<file path="config.mk">
export PLATFORM = sky130hd
export DESIGN_NAME = lfsr_rng
export DESIGN_NICKNAME = d
export VERILOG_FILES = /design/src/rtl/lfsr_rng.sv
export SDC_FILE = /design/constraint.sdc
export NUM_CORES = 1
export LEC_CHECK = 0
export ABC_AREA = 0
export CELL_PAD_IN_SITES_DETAIL_PLACEMENT = 1
export CELL_PAD_IN_SITES_GLOBAL_PLACEMENT = 1
export CORE_MARGIN = 5
export CORE_UTILIZATION = 37
export DETAILED_ROUTE_END_ITERATION = 7
export PLACE_DENSITY = 0.89
export RECOVER_POWER = 25
export SLEW_MARGIN = 20
export SYNTH_ARGS = -nofsm -noshare
export SYNTH_HDL_FRONTEND = slang
export SYNTH_SLANG_ARGS = --single-unit
</file>
<file path="constraint.sdc">
create_clock -name clk -period 2.6 [get_ports clk]
set_clock_uncertainty 0.05 [all_clocks]
set_input_delay 0.78 -clock clk [delete_from_list [all_inputs] [get_ports clk]]
set_output_delay 0.78 -clock clk [all_outputs]
set_load 0.02 [all_outputs]
</file>
<file path="src/rtl/lfsr_rng.sv">
// Fibonacci LFSR random source with a rejection-sampling draw engine.
// A draw returns a value in [0, limit) (or full range for limit=0) with a bounded number of tries.
module lfsr_rng #(
   parameter int               WIDTH   = 16,
   parameter logic [WIDTH-1:0] TAPS    = 16'hD008,
   parameter logic [WIDTH-1:0] SEED    = '0,
   parameter int               MAX_TRY = 8
)(
   input  logic             clk,
   input  logic             rst,
   input  logic             en,
   input  logic             seed_load,
   input  logic [WIDTH-1:0] seed_in,
   input  logic             req,
   input  logic [WIDTH-1:0] limit,
   input  logic             rnd_ready,
   output logic [WIDTH-1:0] state,
   output logic [WIDTH-1:0] rnd_out,
   output logic             rnd_valid,
   output logic             busy,
   output logic             lockup_err
);

   typedef enum logic [1:0] {IDLE, DRAW, DONE} fsm_t;

   localparam logic [WIDTH-1:0] ONES      = '1;
   localparam logic [WIDTH-1:0] RST_STATE = (SEED == ONES) ? '0 : SEED;
   localparam logic             RST_LOCK  = (SEED == ONES);
   localparam logic [7:0]       LAST_TRY  = 8'(MAX_TRY - 1);

   fsm_t             fsm_reg, fsm_next;
   logic [WIDTH-1:0] state_reg, state_next;
   logic             lockup_reg, lockup_next;
   logic [7:0]       try_reg, try_next;
   logic [WIDTH-1:0] lim_reg, lim_next;
   logic [WIDTH-1:0] mask_reg, mask_next;
   logic [WIDTH-1:0] rnd_reg, rnd_next;

   logic [WIDTH-1:0] lim_dec;
   logic [WIDTH-1:0] req_mask;
   logic [WIDTH-1:0] stepped;
   logic [WIDTH-1:0] cand;
   logic             accept;
   logic [WIDTH-1:0] load_val;
   logic             do_load;

   // Smear limit-1 downward: bit i is set if any bit at or above i is set.
   // limit=0 wraps to all-ones, which naturally yields the full-range mask.
   assign lim_dec = limit - WIDTH'(1);
   generate
      for (genvar gi = 0; gi < WIDTH; gi++) begin : g_mask
         assign req_mask[gi] = |lim_dec[WIDTH-1:gi];
      end
   endgenerate

   assign stepped = {state_reg[WIDTH-2:0], ~^(state_reg & TAPS)};
   assign cand    = state_reg & mask_reg;
   assign accept  = (lim_reg == '0) || (cand < lim_reg);

   always_comb begin
      fsm_next    = fsm_reg;
      state_next  = state_reg;
      lockup_next = lockup_reg;
      try_next    = try_reg;
      lim_next    = lim_reg;
      mask_next   = mask_reg;
      rnd_next    = rnd_reg;
      load_val    = stepped;
      do_load     = 1'b0;

      if (seed_load) begin
         load_val = seed_in;
         do_load  = 1'b1;
      end else if (fsm_reg == DRAW || en) begin
         do_load = 1'b1;
      end

      if (do_load) begin
         if (load_val == ONES) begin
            state_next  = '0;
            lockup_next = 1'b1;
         end else begin
            state_next = load_val;
         end
      end

      case (fsm_reg)
         IDLE: begin
            if (req) begin
               lim_next  = limit;
               mask_next = req_mask;
               try_next  = '0;
               fsm_next  = DRAW;
            end
         end
         DRAW: begin
            if (accept) begin
               rnd_next = cand;
               fsm_next = DONE;
            end else if (try_reg == LAST_TRY) begin
               // Halving a masked candidate always lands below the limit.
               rnd_next = cand >> 1;
               fsm_next = DONE;
            end else begin
               try_next = try_reg + 8'd1;
            end
         end
         DONE: begin
            if (rnd_ready) fsm_next = IDLE;
         end
         default: fsm_next = IDLE;
      endcase
   end

   always_ff @(posedge clk or negedge rst) begin
      if (!rst) begin
         fsm_reg    <= IDLE;
         state_reg  <= RST_STATE;
         lockup_reg <= RST_LOCK;
         try_reg    <= '0;
         lim_reg    <= '0;
         mask_reg   <= '0;
         rnd_reg    <= '0;
      end else begin
         fsm_reg    <= fsm_next;
         state_reg  <= state_next;
         lockup_reg <= lockup_next;
         try_reg    <= try_next;
         lim_reg    <= lim_next;
         mask_reg   <= mask_next;
         rnd_reg    <= rnd_next;
      end
   end

   assign state      = state_reg;
   assign rnd_out    = rnd_reg;
   assign rnd_valid  = (fsm_reg == DONE);
   assign busy       = (fsm_reg == DRAW) || (fsm_reg == DONE);
   assign lockup_err = lockup_reg;

endmodule

</file>
==> flow_metrics.py <==
metrics = {
    "min_path": {
        "worstHoldStart": "lockup_err",
        "hold_path_class": "reg -> reg",
    },
    "worst_setup_path": {
        "path_class": "in -> reg",
        "start_kind": "primary input",
        "r2r_start": "state[14]",
        "worstSetupEndpointType": "flip-flop",
        "path_cells": "buf_2 > inv_2 > ha_4 > buf_4 > nor4b_2 > nand3b_1 > a21boi_4 > o221ai_2 > or3_4 > o32a_1",
        "cp.arrival_ns": 2.95,
        "cp_max_fo": 4,
        "required_ns": 2.76,
        "crit_slowest_cell": "or3_4",
        "crit_start": "limit[1]",
        "cpPeakStageDelay_ns": 0.42,
    },
    "sta": {
        "relSlewSlack": -0.07097,
        "max_freq_ghz": 0.3593,
        "setup_viol": 11,
        "hold_viol": 0,
        "drv_slew": 28,
        "min_period_ns": 2.783,
        "fin_crit_sh": 1.070,
        "worst_slew_pin_slew_ns": 1.606,
        "fin_tns_setup_ns": -0.9944,
        "rsz0062_at_grt": "yes",
        "fin_ws_ns": -0.1832,
    },
    "power_and_ir_drop": {
        "p_total_mw": 7.638,
        "vdd_drop_max_mv": 0.5715,
        "p_seq_frac": 0.242,
        "clock_power_share": 0.213,
        "power.switching_mw": 3.215,
        "pwr-share-comb": 0.545,
        "p_int_mw": 4.423,
        "power.leakage_nw": 2.946,
        "power_density_nw_per_um2": 1108,
        "p_sw_frac": 0.4210,
    },
    "clock_tree": {
        "htreeDepth": 3,
        "cts_tree": "yes",
        "root_buffer": "clkbuf_16",
        "clock-sinks": 75,
        "clkTransAtPathRegs_ns": 0.07,
        "clock_latency_ns": 0.34,
        "cts_buffers": 9,
        "cts_hold_buf": 0,
        "cts_max_path_buffers": 2,
    },
    "synth": {
        "yosysSeqAreaShare": 0.4139,
        "synth.net_count": 568,
        "synth_flop_cell": "dfrtp_1",
        "yosys_warnings": 0,
        "synth_top_area_frac": 0.4139,
        "syn_inst": 509,
        "synth_edf_count": 0,
        "ys_ff_latch": 75,
        "yosysUniqueCellTypes": 62,
        "syn_area_per_cell_um2": 8.908,
        "yosys-top-cells-area": "dfrtp_1, ha_1, nand2_1",
        "yosys.area.top_type": "dfrtp_1",
        "async_flop_share": 1.000,
        "synthesis.area_um2": 4534,
    },
    "run": {
        "drv_cap": 1,
    },
    "detailed_routing": {
        "drtAntennaViolNets": 0,
        "routedWlPerCell_um": 27.02,
        "drt-initial-drc-count": 499,
        "drt_first_pass_iters": 5,
        "routed-via-count": 5218,
        "wirelength_um": 22130,
        "viasPerCell": 6.371,
        "drc": 0,
    },
    "finish": {
        "final_common_cell": "buf_4",
        "area_delta_synth_final_pct": 52.04,
        "fin_util": 0.5740,
        "fin_nets": 726,
        "diodes": 0,
        "drive_above_1_share": 0.2872,
        "final_cell_mix": "buf_4, dfrtp_1, clkdlybuf4s50_1",
    },
    "outcome": {
        "violations": "capacitance limit, slew limit, setup timing",
        "run_status": "complete, but fails checks",
    },
    "die": {
        "initial_core_util": 0.3775,
        "core_area_um2": 12010,
        "die_w_um": 120.7,
        "die-area_um2": 14570,
        "num_rows": 40,
        "io_pins": 73,
        "die_h_um": 120.7,
    },
    "global_route": {
        "grt.overflow.total": 0,
        "grt_usage": 0.2676,
        "grt_pass1_wl_um": 30480,
        "grt_max_degree": 50,
        "grt_pass1_vias": 5537,
        "antenna_found_initial": 1,
    },
    "placement": {
        "dpl.hpwl_um": 12700,
        "place_ws_ns": -0.8492,
        "portBuffers": 72,
        "place.gp.congestion": 0.9169,
    },
}
==> worst paths after layout <==
check | depth (start not counted) | slack [ns] | endpoint
setup / recovery | 10 | -0.18 | mask_reg[5]
hold / removal | 1 | 0.42 | lockup_err
setup reg to reg | 8 | -0.07 | fsm_reg[0]
hold reg to reg | 1 | 0.42 | lockup_err
max in group asynchronous | 2 | 0.29 | mask_reg[0]
min in group asynchronous | 1 | 0.78 | rnd_out[4]
==> timing repair <==
action	in CTS	in global routing
endpoints found under the setup margin	30	33
hold endpoints to repair	0	0
gates cloned	0	0
resized for setup	63	54
buffers inserted	11	10
pin swaps	21	28
==> logic make-up (layout without fill, tap and decap cells) <==
group / count (synthesis) / after routing / share of synthesized area
buffers and inverters: 67 / 230 / 0.05877
and+or+nand+nor: 195 / 195 / 0.2252
xor gates and xnor gates: 11 / 11 / 0.02125
DFF: 75 / 75 / 0.4139
adders and majority gates: 21 / 21 / 0.05795
muxes: 12 / 12 / 0.02677
AOI/OAI and AO/OA: 128 / 128 / 0.1962
==> routing by layer <==
layer | GRT usage | share of wire
met2 | 0.4701 | 0.49
met3 | 0.05285 | 0.070
met5 | 0 | 0.00054
met1 | 0.3050 | 0.36
met4 | 0.1445 | 0.083
==> power by group through the flow <==
| stage | Combinational, mW | Clock [mW] | Sequential (mW) |
|---|---|---|---|
| 2_1_floorplan | 1.60 | 0 | 1.99 |
| 3_3_place_gp | 3.13 | 0 | 1.78 |
| 3_5_place_dp | 3.34 | 0 | 1.81 |
| 4_1_cts | 3.61 | 1.61 | 1.82 |
| 5_1_grt | 4.37 | 1.69 | 1.88 |
| 6_report | 4.16 | 1.63 | 1.85 |
==> Yosys cell counts, drive strengths merged (2+ instances only) <==
master,count
clkbuf,26
xor2,5
and3,11
a21boi,2
o211ai,3
a211o,2
nand2,56
xnor2,6
o41ai,2
a31oi,3
o22a,5
or3,6
ha,21
nand2b,3
nor4b,3
mux2i,11
o31a,3
and2,16
o31ai,19
o311ai,2
o221ai,14
o21ai,33
and4,2
nand3b,3
nor3b,2
a21oi,21
nand3,35
nor2b,5
nor4,6
a211oi,2
nand4,7
o21a,4
or4,5
dfrtp,75
or2,2
nor3,15
buf,4
o32a,3
inv,37
nor2,16
==> cell type report <==
| type | count | area, um^2 |
|---|---|---|
| fill | 1324 | 5117 |
| sequential | 75 | 1877 |
| tap | 147 | 183.9 |
| timing repair buffer | 177 | 1545 |
| multi-input combinational | 367 | 2773 |
| clock buffer | 12 | 256.5 |
| clock inverter | 4 | 120.1 |
| inverter | 37 | 138.9 |
==> metrics by stage <==
step	cell area, um^2	hold WS, ns	instances
global route	6894	0.4592	819
finish	6894	0.4159	819
global placement	6017	0.3925	783
detailed placement	6017	0.3992	783
floorplan	4564	0.4058	509
CTS	6575	0.3294	809
==> worst max-delay path: cells and delay by family <==
| kind | cells | cell delay, ns |
|---|---|---|
| adders and majority gates | 1 | 0.14 |
| AOI/OAI and AO/OA | 3 | 0.73 |
| and+or+nand+nor | 3 | 0.95 |
| buffers and inverters | 3 | 0.33 |
Power figures use the tool's default switching activity.
